--- src/rtl/dot_scan_controller_if.sv ---
// Host/sequencer-facing signal bundle of the dot scan controller.
// The master side supplies control, configuration and the sequencer's firing inputs.
interface dot_scan_controller_if #(
    parameter int MEM_ADDRESS_LENGTH = 6,
    parameter int TIMER_BITS         = 16
);
    logic                          start;
    logic                          stop;
    logic [MEM_ADDRESS_LENGTH-1:0] row_limit;
    logic [MEM_ADDRESS_LENGTH-1:0] col_limit;
    logic                          row_col_cfg;
    logic [TIMER_BITS-1:0]         pulse_width;
    logic [TIMER_BITS-1:0]         gap_width;
    logic                          firing_bit;
    logic                          firing_data;
    logic [MEM_ADDRESS_LENGTH-1:0] row_select;
    logic [MEM_ADDRESS_LENGTH-1:0] col_select;
    logic                          row_col_select;
    logic                          drive_en;
    logic                          drive_pol;
    logic                          busy;
    logic                          done;

    modport master (
        output start, stop, row_limit, col_limit, row_col_cfg,
               pulse_width, gap_width, firing_bit, firing_data,
        input  row_select, col_select, row_col_select,
               drive_en, drive_pol, busy, done
    );

    modport slave (
        input  start, stop, row_limit, col_limit, row_col_cfg,
               pulse_width, gap_width, firing_bit, firing_data,
        output row_select, col_select, row_col_select,
               drive_en, drive_pol, busy, done
    );
endinterface

--- src/rtl/dot_scan_controller.sv ---
// Scan engine: walks a latched row/col rectangle, samples the dot sequencer in SETTLE,
// and turns each enabled dot into a timed drive pulse plus optional dead-time gap.
module dot_scan_controller #(
    parameter int MEM_LENGTH         = 48,
    parameter int MEM_ADDRESS_LENGTH = 6,
    parameter int TIMER_BITS         = 16
) (
    input logic                  clock,
    input logic                  reset,
    dot_scan_controller_if.slave bus
);
    localparam logic [MEM_ADDRESS_LENGTH-1:0] LAST_INDEX = MEM_ADDRESS_LENGTH'(MEM_LENGTH - 1);
    localparam logic [MEM_ADDRESS_LENGTH-1:0] ADDR_ONE   = MEM_ADDRESS_LENGTH'(1);
    localparam logic [TIMER_BITS-1:0]         TIMER_ONE  = TIMER_BITS'(1);

    typedef enum logic [2:0] {
        S_IDLE,
        S_SETTLE,
        S_FIRE,
        S_GAP,
        S_ADVANCE,
        S_DONE
    } state_t;

    state_t                        state;
    logic [TIMER_BITS-1:0]         timer;
    logic [MEM_ADDRESS_LENGTH-1:0] row_lim_q;
    logic [MEM_ADDRESS_LENGTH-1:0] col_lim_q;
    logic [TIMER_BITS-1:0]         pulse_q;
    logic [TIMER_BITS-1:0]         gap_q;

    always_ff @(posedge clock) begin
        if (reset) begin
            state              <= S_IDLE;
            timer              <= '0;
            row_lim_q          <= '0;
            col_lim_q          <= '0;
            pulse_q            <= '0;
            gap_q              <= '0;
            bus.row_select     <= '0;
            bus.col_select     <= '0;
            bus.row_col_select <= 1'b0;
            bus.drive_en       <= 1'b0;
            bus.drive_pol      <= 1'b0;
            bus.busy           <= 1'b0;
            bus.done           <= 1'b0;
        end else if (bus.stop && state != S_IDLE) begin
            // Abort cuts the pulse immediately; no done pulse is issued.
            state              <= S_IDLE;
            timer              <= '0;
            bus.row_select     <= '0;
            bus.col_select     <= '0;
            bus.row_col_select <= 1'b0;
            bus.drive_en       <= 1'b0;
            bus.busy           <= 1'b0;
            bus.done           <= 1'b0;
        end else begin
            case (state)
                S_IDLE: begin
                    bus.done <= 1'b0;
                    if (bus.start && !bus.stop) begin
                        row_lim_q          <= (bus.row_limit > LAST_INDEX) ? LAST_INDEX : bus.row_limit;
                        col_lim_q          <= (bus.col_limit > LAST_INDEX) ? LAST_INDEX : bus.col_limit;
                        pulse_q            <= (bus.pulse_width == '0) ? TIMER_ONE : bus.pulse_width;
                        gap_q              <= bus.gap_width;
                        bus.row_select     <= '0;
                        bus.col_select     <= '0;
                        bus.row_col_select <= bus.row_col_cfg;
                        bus.busy           <= 1'b1;
                        state              <= S_SETTLE;
                    end
                end
                S_SETTLE: begin
                    if (bus.firing_bit) begin
                        timer         <= pulse_q;
                        bus.drive_en  <= 1'b1;
                        bus.drive_pol <= bus.firing_data;
                        state         <= S_FIRE;
                    end else begin
                        state <= S_ADVANCE;
                    end
                end
                S_FIRE: begin
                    timer <= timer - TIMER_ONE;
                    if (timer == TIMER_ONE) begin
                        bus.drive_en <= 1'b0;
                        if (gap_q != '0) begin
                            timer <= gap_q;
                            state <= S_GAP;
                        end else begin
                            state <= S_ADVANCE;
                        end
                    end
                end
                S_GAP: begin
                    timer <= timer - TIMER_ONE;
                    if (timer == TIMER_ONE) begin
                        state <= S_ADVANCE;
                    end
                end
                S_ADVANCE: begin
                    if (bus.col_select < col_lim_q) begin
                        bus.col_select <= bus.col_select + ADDR_ONE;
                        state          <= S_SETTLE;
                    end else if (bus.row_select < row_lim_q) begin
                        bus.col_select <= '0;
                        bus.row_select <= bus.row_select + ADDR_ONE;
                        state          <= S_SETTLE;
                    end else begin
                        bus.row_select     <= '0;
                        bus.col_select     <= '0;
                        bus.row_col_select <= 1'b0;
                        bus.busy           <= 1'b0;
                        bus.done           <= 1'b1;
                        state              <= S_DONE;
                    end
                end
                S_DONE: begin
                    bus.done <= 1'b0;
                    state    <= S_IDLE;
                end
                default: begin
                    state <= S_IDLE;
                end
            endcase
        end
    end
endmodule

--- src/flat_wrapper.sv ---
// flat-port wrapper written by rule: the top's interface ports become plain ports
module dot_scan_controller_flat 
#(
    parameter int MEM_LENGTH         = 48,
    parameter int MEM_ADDRESS_LENGTH = 6,
    parameter int TIMER_BITS         = 16
)
  (clock, reset, bus_start, bus_stop, bus_row_limit, bus_col_limit, bus_row_col_cfg, bus_pulse_width, bus_gap_width, bus_firing_bit, bus_firing_data, bus_row_select, bus_col_select, bus_row_col_select, bus_drive_en, bus_drive_pol, bus_busy, bus_done);
  dot_scan_controller_if #(.MEM_ADDRESS_LENGTH(MEM_ADDRESS_LENGTH), .TIMER_BITS(TIMER_BITS)) bus_i ();
  input logic clock;
  input logic reset;
  input wire logic [$bits(bus_i.start)-1:0] bus_start;
  input wire logic [$bits(bus_i.stop)-1:0] bus_stop;
  input wire logic [$bits(bus_i.row_limit)-1:0] bus_row_limit;
  input wire logic [$bits(bus_i.col_limit)-1:0] bus_col_limit;
  input wire logic [$bits(bus_i.row_col_cfg)-1:0] bus_row_col_cfg;
  input wire logic [$bits(bus_i.pulse_width)-1:0] bus_pulse_width;
  input wire logic [$bits(bus_i.gap_width)-1:0] bus_gap_width;
  input wire logic [$bits(bus_i.firing_bit)-1:0] bus_firing_bit;
  input wire logic [$bits(bus_i.firing_data)-1:0] bus_firing_data;
  output wire logic [$bits(bus_i.row_select)-1:0] bus_row_select;
  output wire logic [$bits(bus_i.col_select)-1:0] bus_col_select;
  output wire logic [$bits(bus_i.row_col_select)-1:0] bus_row_col_select;
  output wire logic [$bits(bus_i.drive_en)-1:0] bus_drive_en;
  output wire logic [$bits(bus_i.drive_pol)-1:0] bus_drive_pol;
  output wire logic [$bits(bus_i.busy)-1:0] bus_busy;
  output wire logic [$bits(bus_i.done)-1:0] bus_done;
  assign bus_i.start = bus_start;
  assign bus_i.stop = bus_stop;
  assign bus_i.row_limit = bus_row_limit;
  assign bus_i.col_limit = bus_col_limit;
  assign bus_i.row_col_cfg = bus_row_col_cfg;
  assign bus_i.pulse_width = bus_pulse_width;
  assign bus_i.gap_width = bus_gap_width;
  assign bus_i.firing_bit = bus_firing_bit;
  assign bus_i.firing_data = bus_firing_data;
  assign bus_row_select = bus_i.row_select;
  assign bus_col_select = bus_i.col_select;
  assign bus_row_col_select = bus_i.row_col_select;
  assign bus_drive_en = bus_i.drive_en;
  assign bus_drive_pol = bus_i.drive_pol;
  assign bus_busy = bus_i.busy;
  assign bus_done = bus_i.done;
  dot_scan_controller #(.MEM_LENGTH(MEM_LENGTH), .MEM_ADDRESS_LENGTH(MEM_ADDRESS_LENGTH), .TIMER_BITS(TIMER_BITS)) u_core (.clock(clock), .reset(reset), .bus(bus_i));
endmodule
--- config.mk ---
export PLATFORM = sky130hd
export DESIGN_NAME = dot_scan_controller_flat
export DESIGN_NICKNAME = d
export VERILOG_FILES = /design/src/rtl/dot_scan_controller_if.sv /design/src/rtl/dot_scan_controller.sv /design/src/flat_wrapper.sv
export SDC_FILE = /design/constraint.sdc
export NUM_CORES = 1
export LEC_CHECK = 0
export CORE_MARGIN = 1.5
export CORE_UTILIZATION = 35
export CTS_BUF_LIST = sky130_fd_sc_hd__clkbuf_8 sky130_fd_sc_hd__clkbuf_16
export CTS_CLUSTER_DIAMETER = 60
export CTS_CLUSTER_SIZE = 10
export DETAILED_ROUTE_END_ITERATION = 8
export SYNTH_ARGS = -nofsm -noshare
export SYNTH_HDL_FRONTEND = slang
export SYNTH_SLANG_ARGS = --single-unit
--- constraint.sdc ---
create_clock -name clock -period 5 [get_ports clock]
set_input_delay 1.25 -clock clock [delete_from_list [all_inputs] [get_ports clock]]
set_output_delay 1.25 -clock clock [all_outputs]
set_load 0.005 [all_outputs]
==> results by group, run 1 <==
Placement
  – # placed instances: 690
  – Routability congestion estimate: 0.8672
  – Number of buffers added on ports: 67
  – DPL Wire Length: 8168 um
  – Pre-CTS setup slack: 1479 ps

Global route
  – Global Route Usage Sum: 0.1858
  – Pin count of the biggest net entering global routing: 50
  – First-pass GRT wire length: 18550 um
  – Vias in the first global route: 3708
  – Initial antenna violation count: 0
  – Global route total overflow: 0

Worst setup path
  – Kind of critical path: in -> reg
  – Cell chain of the critical path: clkdlybuf4s50_1 > buf_4 > a21oi_2 > o2111ai_1 > nor3b_1 > a21o_1
  – Critical Path Max Stage Delay: 620 ps
  – Critical-path top delay cell: a21oi_2
  – CP delay by family, top: compound AO/OA/AOI/OAI gates
  – Crit. End Element: flip-flop
  – Startpoint types: primary input
  – Crit path launch: reset
  – Critical path fanouts, max: 49
  – Worst reg2reg path depth: 5
  – Reg2Reg Launch Point: u_core.state[0]
  – CP endpoint: u_core.bus.col_select[2]
  – Worst EP arrival: 3450 ps
  – Critical path data required time: 5290 ps
  – R2R Setup Slk: 2440 ps
  – Buffers and inverters on the worst path: 2
  – R2R Path End: u_core.bus.col_select[2]
  – Levels on crit path: 6

Synth
  – Asr flop ratio synth: 0
  – Syn Nets: 571
  – Seq/Total Area, Yosys: 0.3839
  – Syn Inst Count: 506
  – Synth warnings: 0
  – EDFF count, synth: 0
  – #FFs+latches synth: 80
  – Mapped Area: 4172 um2
  – Synthesized area per cell: 8.244 um2
  – Netlist cell types: 63
  – Top FF cell, synth: dfxtp_1

STA
  – RSZ-0062 raised after global routing: no
  – Slew margin rel.: 0.4389
  – Final hold violation count: 0
  – Fin Setup TNS: 0 ps
  – Least-Margin Pin Slew: 838.6 ps
  – Count of final setup violators: 0
  – Max Clock Skew: 5.402 ps
  – Final Max Slew Viols: 0
  – Final period util: 0.6308
  – Setup WS post-layout: 1846 ps
  – Max Freq: 317.0 MHz
  – Min cycle time layout: 3154 ps

Power
  – Leak: 1.980 nW
  – PD cells: 333.1 nW/um2
  – VDD IR max: 0.0001195 V

Clock network
  – # hold bufs at CTS: 0
  – # clock sinks: 80
  – CTS tree: done
  – Clock slew at reported path FFs: 60 ps
  – Num CTS Buffers: 9
  – Post_cts resized: 0
  – Clock Latency Late Sink: 340 ps
  – Root buf cell: clkbuf_16
  – Post-CTS Setup Bufs: 0
  – H-Tree Depth: 3
  – Clk buf depth: 2

Drt
  – Drt first pass iters: 4
  – Routed Antenna Nets: 0
  – Vias: 3843
  – Initial DRC count: 234
  – Final wirelength: 11340 um
  – # DRC: 0
  – Via density: 5.443
  – WL per Instance: 16.06 um

Floorplanning
  – Initial Utilization: 0.3622
  – IO Pins: 68
  – Chip Width: 112.2 um
  – Chip height: 112.2 um
  – Core ar.: 11520 um2
  – # rows: 39
  – Die area: 12580 um2

Status
  – Status: completed

Cells and area
  – Synthesis-to-layout area growth: 25.70%
  – Finished Layout Cells: 706
  – Layout cells sized above 1: 0.06572
  – Fill cell count: 1135
  – Ant. Diodes: 0
  – Layout Nets: 623

Job
  – Max Cap Viol: 0

Hold path
  – Worst hold path class: reg -> reg
==> cell families (layout without fill, tap and decap cells) <==
kind of cell,Yosys count,after routing,share of synthesized area
AND/OR/NAND/NOR,191,191,0.2382
AO/OA/AOI/OAI,142,142,0.2184
flip-flops,80,80,0.3839
buffers and inverters,47,104,0.04559
XOR/XNOR,17,17,0.03569
multiplexers,15,15,0.03629
adder cells (fa/ha/maj),14,14,0.04199
==> worst min path at each step <==
stage,from,depth (start not counted),slack (ps),endpoint
floorplan,u_core.col_lim_q[4],2,430,u_core.col_lim_q[4]
global placement,u_core.bus.busy,2,440,u_core.bus.busy
detailed placement,u_core.row_lim_q[4],2,450,u_core.row_lim_q[4]
CTS,u_core.row_lim_q[4],2,460,u_core.row_lim_q[4]
global route,u_core.pulse_q[4],2,480,u_core.pulse_q[4]
finish,u_core.row_lim_q[4],2,450,u_core.row_lim_q[4]
==> registers in the layout, indices dropped and copies added (netlist names), 3 cells and up <==
signal	cells
u_core.col_lim_q	6
u_core.row_lim_q	6
u_core.state	3
u_core.timer	16
u_core.gap_q	16
u_core.pulse_q	16
u_core.bus.row_select	6
u_core.bus.col_select	6
==> through the flow <==
stage | cell area [um2] | hold WS [ps] | total power [W] | utilization
after floorplan | 4172 | 431.9 | 0.0009476 | -
final | 5244 | 451.1 | 0.001747 | 0.4553
after global routing | 5244 | 478.6 | 0.001827 | 0.4553
after global placement | 4930 | 443.0 | 0.001052 | 0.4281
after detailed placement | 4930 | 446.8 | 0.001057 | 0.4281
after CTS | 5244 | 455.4 | 0.001754 | 0.4553
==> report_power, final <==
part / internal, W / switching, W / total, W
clock network: 0.000434 / 0.000267 / 0.000701
logic: 0.000161 / 0.000178 / 0.000339
registers: 0.000671 / 0.0000352 / 0.000706
total: 0.00127 / 0.000481 / 0.00175
==> synth_stat cells, types with 7 or more instances <==
library cell | number | area [um2]
a21o_1 | 7 | 52.55
a21oi_1 | 53 | 265.3
ha_1 | 14 | 175.2
xnor2_1 | 11 | 96.34
nand3_1 | 9 | 45.04
or3_1 | 8 | 50.05
dfxtp_1 | 80 | 1602
clkbuf_1 | 23 | 86.33
nor3_1 | 13 | 65.06
mux2i_1 | 14 | 140.1
inv_1 | 17 | 63.81
nor2_1 | 25 | 93.84
a211oi_1 | 17 | 127.6
o21ai_0 | 22 | 110.1
nand2_1 | 83 | 311.6
nor4_1 | 9 | 56.30
==> layout make-up <==
cell class | instances | area (um2) | area share
multi-input cells | 379 | 2385 | 0.4548
flip-flops and latches | 80 | 1602 | 0.3054
repair buffers | 71 | 700.7 | 0.1336
clock buffers | 9 | 225.2 | 0.04295
well taps | 143 | 178.9 | 0.03412
clock inverters | 7 | 88.84 | 0.01694
inverters | 17 | 63.81 | 0.01217
==> routing by layer <==
| metal | GRT usage | wire length [um] | up-vias | part of all wire |
|---|---|---|---|---|
| met5 | 0 | 0 | - | 0 |
| met4 | 0.06835 | 182 | 0 | 0.016 |
| met3 | 0.03510 | 465 | 12 | 0.041 |
| met2 | 0.2957 | 5283 | 79 | 0.47 |
| met1 | 0.2518 | 5408 | 1820 | 0.48 |
| li1 | - | - | 1932 | - |
==> cells in the final DEF, fill, tap and decap left out, types with 11 or more instances in the layout <==
cell             Yosys  routed
dfxtp_1             80      80
nand2_1             83      83
nor3_1              13      13
ha_1                14      14
a211oi_1            17      17
inv_1               17      19
o21ai_0             22      22
a21oi_1             53      53
xnor2_1             11      11
mux2i_1             14      14
clkdlybuf4s50_1      0      67
nor2_1              25      25
==> worst min-delay path, cell delays in order, from the launching register on <==
cell and delay (ps):
dfxtp_1 310, nand2_1 50, a21oi_1 50
(Power assumes the default switching activity.)
==> run 2: changes to the inputs <==
==> constraint.sdc (replaced) <==
create_clock -name clock -period 3.3 [get_ports clock]
set_input_delay 0.825 -clock clock [delete_from_list [all_inputs] [get_ports clock]]
set_output_delay 0.825 -clock clock [all_outputs]
set_load 0.005 [all_outputs]
==> run 2 against run 1 <==
  * Die area is the same
  * Sequential power increased by 52%
  * Register-to-register slack got worse by 1600 ps
  * Cell count is 0.71% higher
  * Utilization rose by 0.46 points
  * Sequential share of layout area shrank 0.30 points
  * Non-clock buffer count is 6 higher
  * Wire length up 2.8%
  * Via count increased by 1.3%
==> results by group, run 2 (synthesis results as in run 1) <==
STA
  – Count of final setup violators: 0
  – Max Clock Skew: 9.324 ps
  – RSZ-0062 raised after global routing: no
  – Max Freq: 405.6 MHz
  – Min cycle time layout: 2465 ps
  – Fin Setup TNS: 0 ps
  – Final hold violation count: 0
  – Worst Hold Slack: 453.1 ps
  – Final Max Slew Viols: 0
  – Setup WS post-layout: 834.7 ps
  – Final period util: 0.7471
  – Slew margin rel.: 0.5387
  – Least-Margin Pin Slew: 686.6 ps

Worst setup path
  – Reg2Reg Launch Point: u_core.bus.col_select[5]
  – R2R Setup Slk: 830 ps
  – Startpoint types: flip-flop
  – Critical path data required time: 3560 ps
  – Worst reg2reg path depth: 6
  – Kind of critical path: reg -> reg
  – Critical path fanouts, max: 8
  – Worst EP arrival: 2730 ps
  – R2R Path End: u_core.bus.busy
  – Crit. End Element: flip-flop

Global route
  – Vias in the first global route: 3699
  – First-pass GRT wire length: 18930 um
  – Initial antenna violation count: 0
  – Global Route Usage Sum: 0.1904
  – Global route total overflow: 0
  – Pin count of the biggest net entering global routing: 48

Clock network
  – Clk buf depth: 2
  – # hold bufs at CTS: 0
  – H-Tree Depth: 3
  – Post-CTS Setup Bufs: 0
  – Num CTS Buffers: 9
  – Clock slew at reported path FFs: 60 ps
  – Clock Latency Late Sink: 340 ps
  – Root buf cell: clkbuf_16
  – CTS tree: done
  – # clock sinks: 80
  – Post_cts resized: 0

Drt
  – Routed Antenna Nets: 0
  – Vias: 3894
  – Final wirelength: 11660 um
  – WL per Instance: 16.40 um
  – Initial DRC count: 295
  – Via density: 5.477
  – # DRC: 0
  – Drt first pass iters: 5

Floorplanning
  – Chip Width: 112.2 um
  – # rows: 39
  – Die area: 12580 um2
  – Core ar.: 11520 um2
  – IO Pins: 68
  – Chip height: 112.2 um
  – Initial Utilization: 0.3622

Cells and area
  – Synthesis-to-layout area growth: 26.96%
  – Layout cells sized above 1: 0.07570
  – Finished Layout Cells: 711
  – Commonest non-fill, non-tap cell in the layout: nand2_1
  – Multi-input logic area: 2385 um2
  – Most frequent cells in the layout: 83 x nand2_1, 80 x dfxtp_1, 67 x clkdlybuf4s50_1, 53 x a21oi_1, 25 x nor2_1
  – Biggest regs: u_core.gap_q (16), u_core.pulse_q (16), u_core.timer (16)
  – Fill cell count: 1157
  – Sequential cell area: 1602 um2
  – Layout Nets: 629
  – Ant. Diodes: 0
  – Core Util, Final: 0.4599

Hold path
  – Worst hold path class: reg -> reg
  – Hold path cells: 2
  – Hold Path Origin: u_core.bus.busy
  – Min-Delay Endpoint: u_core.bus.busy

Power
  – PD cells: 505.9 nW/um2
  – Leak: 2.014 nW
  – VDD IR max: 0.0003228 V

Placement
  – Pre-CTS setup slack: 678.5 ps
  – Number of buffers added on ports: 67
  – Routability congestion estimate: 0.9021
  – DPL Wire Length: 8450 um
  – # placed instances: 696

Status
  – Status: completed

Job
  – Max Cap Viol: 0
==> run 2: changes by cell type in the layout (fill, tap and decap cells not counted), sizes merged <==
cell / change
buf: +6
clkbuf: +2
clkinv: -1
clkinvlp: -1
inv: -1
==> run 2: worst max path at each step <==
stage	from	to	slack (ps)
final	u_core.bus.col_select[5]	u_core.bus.busy	830
after global routing	u_core.bus.col_select[5]	u_core.bus.col_select[3]	690
after CTS	u_core.bus.col_select[4]	u_core.bus.busy	830
after detailed placement	bus_firing_bit	u_core.timer[3]	680
after global placement	bus_firing_bit	u_core.timer[9]	710
after floorplan	bus_firing_bit	u_core.timer[9]	1180
==> run 2: area by class of cell <==
cell class	instances	area share
sequential	80	0.3024
timing repair buffer	77	0.1408
multi-input combinational	379	0.4503
inverter	17	0.01205
tap	143	0.03378
clock inverter	4	0.01299
clock buffer	11	0.04772
==> run 2: metrics by stage <==
stage | cell area [um2] | power (W)
after detailed placement | 4975 | 0.001614
after global placement | 4975 | 0.001600
after CTS | 5296 | 0.002702
after global routing | 5296 | 0.002798
final | 5296 | 0.002679
after floorplan | 4172 | 0.001436
==> run 2: power breakdown <==
part	internal (W)	switching (W)	leakage [nW]	total [W]
registers	0.00102	0.0000539	0.651	0.00107
clock network	0.000695	0.000385	0.163	0.00108
logic	0.000250	0.000278	1.20	0.000528
total	0.00196	0.000718	2.01	0.00268
==> run 2: worst max-delay path: stages (launching register included) <==
cell and delay, ps:
dfxtp_1 410, ha_1 270, and2_1 190, a221oi_1 580, o221ai_1 400, a21o_1 370
o22ai_1 160
==> run 2: metal layers <==
metal  vias up  GRT usage  part of all wire
li1       1937          -                 -
met4         0    0.07595             0.015
met2       103     0.3047              0.48
met3        11    0.02916             0.047
met1      1843     0.2586              0.46
met5         -          0                 0
